## src/rtl/hazard_control_unit.sv

```systemverilog
// Hazard control unit: sequences the ID/EX pipeline register and the fetch
// stage through load-use bubbles, taken-branch flushes and multi-cycle
// mul/div stalls, and keeps saturating stall/flush event counters.
module hazard_control_unit #(
    parameter int unsigned MULDIV_LAT     = 4,
    parameter int unsigned BRANCH_PENALTY = 1,
    parameter int unsigned CNT_W          = 16
) (
    input  logic             clk,
    input  logic             reset,
    input  logic [4:0]       ID_Rs,
    input  logic [4:0]       ID_Rt,
    input  logic             ID_UsesRt,
    input  logic             EX_MemRead,
    input  logic [4:0]       EX_Rt,
    input  logic             branch_taken_EX,
    input  logic             muldiv_start_EX,
    output logic             PCWrite,
    output logic             IF_ID_Write,
    output logic             flush_IF_ID,
    output logic             flush_ID_EX,
    output logic             stall_active,
    output logic [1:0]       state_out,
    output logic [CNT_W-1:0] stall_count,
    output logic [CNT_W-1:0] flush_count
);

    typedef enum logic [1:0] {
        RUN      = 2'd0,
        MD_BUSY  = 2'd1,
        BR_FLUSH = 2'd2,
        ILLEGAL  = 2'd3
    } state_t;

    // Down-counter preloads: the cycle that enters the state is not counted,
    // so each state lasts preload+1 cycles after the triggering cycle.
    localparam logic [3:0] MD_INIT = 4'(MULDIV_LAT - 2);
    localparam logic [3:0] BR_INIT = (BRANCH_PENALTY > 1) ? 4'(BRANCH_PENALTY - 2) : 4'd0;

    state_t           state_q, state_d;
    logic [3:0]       cnt_q, cnt_d;
    logic [CNT_W-1:0] stallCount_q, flushCount_q;
    logic             loadUse;

    assign loadUse = EX_MemRead && (EX_Rt != 5'd0) &&
                     ((EX_Rt == ID_Rs) || (ID_UsesRt && (EX_Rt == ID_Rt)));

    // Next-state and Mealy control outputs; reset forces both flushes and freezes fetch
    always_comb begin
        state_d      = state_q;
        cnt_d        = cnt_q;
        PCWrite      = 1'b1;
        IF_ID_Write  = 1'b1;
        flush_IF_ID  = 1'b0;
        flush_ID_EX  = 1'b0;
        stall_active = 1'b0;
        case (state_q)
            RUN: begin
                if (branch_taken_EX) begin
                    flush_IF_ID = 1'b1;
                    flush_ID_EX = 1'b1;
                    if (BRANCH_PENALTY > 1) begin
                        state_d = BR_FLUSH;
                        cnt_d   = BR_INIT;
                    end
                end else if (muldiv_start_EX) begin
                    PCWrite      = 1'b0;
                    IF_ID_Write  = 1'b0;
                    flush_ID_EX  = 1'b1;
                    stall_active = 1'b1;
                    state_d      = MD_BUSY;
                    cnt_d        = MD_INIT;
                end else if (loadUse) begin
                    PCWrite      = 1'b0;
                    IF_ID_Write  = 1'b0;
                    flush_ID_EX  = 1'b1;
                    stall_active = 1'b1;
                end
            end
            MD_BUSY: begin
                PCWrite      = 1'b0;
                IF_ID_Write  = 1'b0;
                flush_ID_EX  = 1'b1;
                stall_active = 1'b1;
                if (cnt_q == 4'd0) begin
                    state_d = RUN;
                end else begin
                    cnt_d = cnt_q - 4'd1;
                end
            end
            BR_FLUSH: begin
                flush_IF_ID = 1'b1;
                flush_ID_EX = 1'b1;
                if (cnt_q == 4'd0) begin
                    state_d = RUN;
                end else begin
                    cnt_d = cnt_q - 4'd1;
                end
            end
            default: begin
                state_d = RUN;
                cnt_d   = 4'd0;
            end
        endcase
        if (!reset) begin
            PCWrite      = 1'b0;
            IF_ID_Write  = 1'b0;
            flush_IF_ID  = 1'b1;
            flush_ID_EX  = 1'b1;
            stall_active = 1'b0;
        end
    end

    // State and down-counter registers
    always_ff @(posedge clk or negedge reset) begin
        if (!reset) begin
            state_q <= RUN;
            cnt_q   <= 4'd0;
        end else begin
            state_q <= state_d;
            cnt_q   <= cnt_d;
        end
    end

    // Saturating performance counters: they stick at all-ones instead of wrapping
    always_ff @(posedge clk or negedge reset) begin
        if (!reset) begin
            stallCount_q <= '0;
            flushCount_q <= '0;
        end else begin
            if (stall_active && (stallCount_q != '1)) begin
                stallCount_q <= stallCount_q + 1'b1;
            end
            if (flush_IF_ID && (flushCount_q != '1)) begin
                flushCount_q <= flushCount_q + 1'b1;
            end
        end
    end

    assign state_out   = state_q;
    assign stall_count = stallCount_q;
    assign flush_count = flushCount_q;

endmodule

```

## config.mk

```make
export PLATFORM = sky130hd
export DESIGN_NAME = hazard_control_unit
export DESIGN_NICKNAME = d
export VERILOG_FILES = /design/src/rtl/hazard_control_unit.sv
export SDC_FILE = /design/constraint.sdc
export NUM_CORES = 1
export LEC_CHECK = 0
export CORE_MARGIN = 2
export CORE_UTILIZATION = 51
export CTS_CLUSTER_SIZE = 25
export DETAILED_ROUTE_END_ITERATION = 8
export PLACE_DENSITY = 0.87
export RECOVER_POWER = 50
export SKIP_LAST_GASP = 1
export SLEW_MARGIN = 20
export SYNTH_ARGS = -nofsm -noshare
export SYNTH_HDL_FRONTEND = slang
export SYNTH_SLANG_ARGS = --single-unit
```

## constraint.sdc

```tcl
create_clock -name clk -period 2.69 [get_ports clk]
set_input_delay 0.4035 -clock clk [delete_from_list [all_inputs] [get_ports clk]]
set_output_delay 0.4035 -clock clk [all_outputs]
set_load 0.01 [all_outputs]
```

* Word-level counts from Yosys, hierarchy flattened *
Cells that the tools add are included.

cells by class
  add/subtract/negate cells = 3
  multipliers = 0
  divide/modulo/power cells = 0
  order comparisons = 0
  eq/ne operators = 10
  shift operators = 0
  multiplexer cells = 24
  bitwise operators = 0
  reductions and logical operators = 12

operator list
  cell                     count
  $add A16 B1 Y16 const B  2
  $ne A16 B16 Y1 const B   2
  $mux W1                  12
  $mux W4                  3
  $eq A5 B5 Y1             2
  $pmux W1 S2              4
  $pmux W4 S2              1
  $mux W2                  3
  $ne A2 B2 Y1 const B     3
  $reduce_and A3 Y1        2
  $logic_and A1 B1 Y1      5
  $reduce_bool A5 Y1       1
  $logic_not A4 Y1         1
  $pmux W2 S2              1
  $sub A4 B1 Y4 const B    1
  $eq A2 B1 Y1 const B     1
  $eq A2 B2 Y1 const B     1
  $logic_not A2 Y1         1
  $ne A2 B1 Y1 const B     1
  $reduce_or A2 Y1         1
  $logic_or A1 B1 Y1       1

storage, ports and cells
  bits in registers = 38
  latch bits = 0
  bits in writable memories = 0
  bits in read-only memories = 0
  bits of input ports = 21
  output and inout bits = 39
  word-level logic and storage cells = 53
  memories = 0

* Longest topological paths before layout *
  word-level depth = 10
  depth in mapped cells = 8
  mapped depth without buffers = 8

* Least setup slack after synthesis *
Ideal clock, no wire load.

  kind = input to output
  start = input EX_Rt[1]
  end = output PCWrite
  arrival = 1,655 ps
  data required time = 2,287 ps
  slack = 631 ps
  stages on the path = 6
  path buffers = 1
  cells stage by stage = or4_1 -> o21ai_2 -> nor2_1 -> nor2_1 -> o211a_1 -> buf_4

between the ends
  word-level cells in the longest chain between the ends = 9
  elaborated cells between the ends (all ways) = 12
  classes of those cells = eq/ne: 2; mux: 5; reduce/logical: 5

ends and longest elaborated chain
  what                     RTL line  RTL
  start: declaration       15        input logic [4:0] EX_Rt,
  $eq A5 B5 Y1             46        ((EX_Rt == ID_Rs) || (ID_UsesRt && (EX_Rt == ID_Rt)));
  $logic_and A1 B1 Y1      46
  $logic_or A1 B1 Y1       46
  $logic_and A1 B1 Y1 *    45        assign loadUse = EX_MemRead && (EX_Rt != 5'd0) &&
  $mux W1 * (3 in series)  -
  $pmux W1 S2 *            -
  $mux W1 *                -
  end: declaration         18        output logic PCWrite,

Mark *: on every way between the ends. The rest lies on a longest branch, timed or not.

* Worst setup path after layout *
  start = input EX_Rt[2]
  end = output PCWrite

between the ends
  word-level cells in the longest chain between the ends = 9
  elaborated cells between the ends (all ways) = 12
  classes of those cells = eq/ne: 2; mux: 5; reduce/logical: 5

ends and longest elaborated chain
  what                   RTL line  RTL
  $eq A5 B5 Y1           46
  $logic_and A1 B1 Y1    46
  $logic_or A1 B1 Y1     46
  $logic_and A1 B1 Y1 *  45
  $mux W1 *              73        end else if (loadUse) begin
  $mux W1 *              66        end else if (muldiv_start_EX) begin
  $mux W1 *              59        if (branch_taken_EX) begin
  $pmux W1 S2 *          57        case (state_q)
  $mux W1 *              105       if (!reset) begin

Marks and branches as above.

==> parameters.txt <==
Parameter                              Value

Layout
  Layout Cells excl Fill ... 306
  Area occupied by multi-input gates ... 1040 um2
  Area growth syn-to-layout ... 36.7%
  Layout fillers ... 300
  Number of diodes added for antenna fixing ... 0
  Fraction of layout instances using a drive strength above 1 ... 15.6%
  Post-route design area ... 2790 um2
  Post-layout utilization of the core ... 71.4%
  Nets ... 281
  Register area ... 926 um2

Clock network
  Maximum count of clock buffers along a single path ... 2
  Buffer type at the clock tree root ... clkbuf_8
  Num Clock Sinks ... 37
  Count of hold buffers inserted by post-cts repair ... 0
  Clock transition at the register clock pins on the worst setup and hold paths after CTS ... 0.07 ns
  Insertion delay to the later sink of the worst-skew pair ... 0.28 ns
  CTS H-tree depth ... 2
  Setup Fix Bufs, Post-CTS ... 0
  Number of buffers created by CTS ... 5
  TritonCTS clock tree ... built

Yosys
  Cells after synthesis ... 185
  Number of flip-flops and latches in the synthesized netlist ... 37
  Most numerous cell types in the synthesized netlist ... dfrtp_1, xnor2_1, xor2_1
  Most frequent cell after synthesis ... dfrtp_1
  Post-synthesis sequential area ratio ... 45.3%
  Biggest area consumer among synthesized cells ... dfrtp_1
  Area share of the leading cell type in the synthesized netlist ... 45.3%
  Most area-consuming cells after synthesis ... dfrtp_1, xnor2_1, xor2_1
  Net count after synthesis ... 210
  Post-synthesis average cell area ... 11.0 um2
  Cell Area, Synth ... 2040 um2
  Count of yosys warnings during synthesis ... 0
  Most used flip-flop cell after synthesis ... dfrtp_1
  Fraction of registers with async set/reset ... 100%
  Count of flip-flops with a built-in enable after synthesis ... 0
  Number of distinct library cells after synthesis ... 43

Detailed routing
  Total routed wirelength ... 4290 um
  Drt drc ... 0
  Final ANT Viol Nets ... 0
  Number of DRC markers after the initial detailed-route iteration ... 52
  Met3 layer wire length in the routed design ... 161 um
  Final routed wire length divided by cell count ... 14.0 um
  Metal2 WL ... 2030 um
  Top Layer Used ... met4
  Via density ... 5.24
  Via count ... 1603
  1st-pass router iterations ... 4
  Met1 layer wirelength in the final routing ... 2030 um

STA
  Aggregate negative setup slack ... 0 ns
  Final worst slack ... 0.0897 ns
  Fmax ... 385 MHz
  Slew at the pin closest to its max-slew limit ... 1.93 ns
  Post-route clock skew ... 0.00346 ns
  Final setup viols ... 0
  Total count of hold-check failures in the final report ... 0
  Final worst path period share ... 96.7%
  Headroom to the max-slew limit ... -28.8%
  Clock period minus final worst setup slack ... 2.60 ns
  Pins Over Slew Limit ... 38

GRT
  Pin count of the biggest net entering global routing ... 38
  Number of antenna violations at the first check in global routing ... 0
  First-pass GRT wire length ... 7040 um
  Vias in the first global route ... 1468
  Overall overflow remaining after global route ... 0
  All-Layer GR Usage ... 20.7%

Critical path
  Element type at the critical path end ... primary output
  Stage delay of the slowest cell on the critical path ... 0.53 ns
  Dominant delay contributor by cell family on the critical path ... simple AND/OR/NAND/NOR gates
  Type of the worst setup path ... input port to primary output
  Count of buffering cells on the critical path with inverters included ... 2
  CP max stage cell ... or4_4
  Worst endpoint data arrival time ... 2.20 ns
  Required time of the worst setup path ... 2.29 ns
  Cells along the critical path ... clkdlybuf4s50_1 > or4_4 > o21ai_2 > nor2_1 > nor2_2 > o211a_1 > dlygate4sd2_1
  Maximum fanout encountered on the critical timing path ... 3
  Type of origin of the critical path ... input port

Pwr
  Clock network fraction of total power ... 18.9%
  Share of total power in combinational logic ... 39.6%
  Leakage ... 0.00128 uW
  Flop pwr share ... 41.5%
  Power per cell area ... 741 nW/um2
  Largest vdd supply drop ... 698 uV
  Switch Pwr ... 743 uW
  Switch share ... 35.9%
  Internal power of the cells ... 1330 uW

Die
  Effective utilization at floorplan ... 52.2%
  Core region area ... 3910 um2
  Top Ports ... 60
  DIE WIDTH ... 67.3 um
  Std-Cell Rows ... 23
  Chip height ... 67.3 um
  Area enclosed by the die boundary ... 4530 um2

Outcome
  Outcome ... finished, violations left
  Violations in the final reports ... max-capacitance violations, max-slew violations

Placement
  PortBufs ... 58
  Worst setup slack before clock tree synthesis ... -0.223 ns
  Total placed cells including tap cells ... 299
  Detailed-placement wirelength estimate ... 3180 um
  GP Congestion ... 0.798
  Placement-stage cell area ... 2720 um2

Worst hold path
  Min-Delay Path Class ... register to register

Run
  Max-cap violation count ... 1
## metrics by stage
stage          hold slack [ns]  total power, uW
2_1_floorplan            0.108             1310
3_3_place_gp             0.472             1680
3_5_place_dp             0.488             1710
4_1_cts                  0.249             2110
5_1_grt                  0.524             2220
6_report                 0.489             2070
## worst reg2reg max path, stage by stage (launching register included)
cell	delay, ns
dfrtp_1	0.42
ha_1	0.22
and3_1	0.24
and4_4	0.23
a31oi_1	0.24
buf_4	0.25
nand2_2	0.10
mux2_4	0.30
## cells by family after synthesis
logic type / count (synthesis) / synth area share (%)
AND/OR/NAND/NOR: 72 / 22.8
adder cells (fa/ha/maj): 4 / 2.45
buffers and inverters: 11 / 3.31
AO/OA/AOI/OAI: 18 / 7.53
other: 1 / 0.184
multiplexers: 2 / 1.29
XOR/XNOR: 40 / 17.1
flip-flops: 37 / 45.3
## final timing paths
path / from / endpoint / slack (ns) / depth (start not counted)
max in group asynchronous: reset / cnt_q[1]$_DFFE_PN0P_ / 0.69 / 2
hold / removal: stall_count[12]$_DFFE_PN0P_ / stall_count[12]$_DFFE_PN0P_ / 0.49 / 1
setup reg to reg: stall_count[0]$_DFFE_PN0P_ / stall_count[1]$_DFFE_PN0P_ / 0.57 / 7
min in group asynchronous: reset / stall_count[10]$_DFFE_PN0P_ / 0.90 / 2
hold reg to reg: stall_count[12]$_DFFE_PN0P_ / stall_count[12]$_DFFE_PN0P_ / 0.49 / 1
setup / recovery: EX_Rt[2] / PCWrite / 0.09 / 7
## cell type report
cell class	count	share of cell area, %
Clock inverter	1	0.269
Timing Repair Buffer	68	23.2
Tap cell	50	2.24
Multi-Input combinational cell	137	37.2
Clock buffer	6	2.96
Sequential cell	37	33.2
Inverter	7	0.941
## flip-flops by register name, summed over array words and instances (netlist names)
name and flops:
flush_count 16, stall_count 16, cnt_q 4, state_out 1
## power by group through the flow
stage	sequential [uW]	combinational (uW)	clock, uW
2_1_floorplan	890	422	0
3_3_place_gp	864	817	0
3_5_place_dp	868	842	0
4_1_cts	862	846	403
5_1_grt	885	906	425
6_report	859	819	392
## per-layer routing
layer | vias to the layer above | global-route usage (%)
met3 | 9 | 4.67
li1 | 787 | -
met4 | 0 | 6.12
met1 | 765 | 29.4
met2 | 42 | 31.7
met5 | - | 0
## repair_timing
action                                  in CTS  in global routing
pin swaps                                    0                  3
endpoints found under the setup margin       4                  2
gates resized for setup                      4                  4
## layout by cell type, fill, tap and decap left out, types with 4 or more instances in the layout
cell type,n
nand2_1,10
and3_1,11
nand3_2,8
inv_1,5
dlygate4sd3_1,10
ha_1,4
clkbuf_8,6
buf_4,9
nand3_1,10
xor2_1,14
dfrtp_1,37
nor2_1,9
nand4_1,5
xnor2_1,26
o21ai_0,4
clkdlybuf4s50_1,42
(Power assumes the default switching activity.)
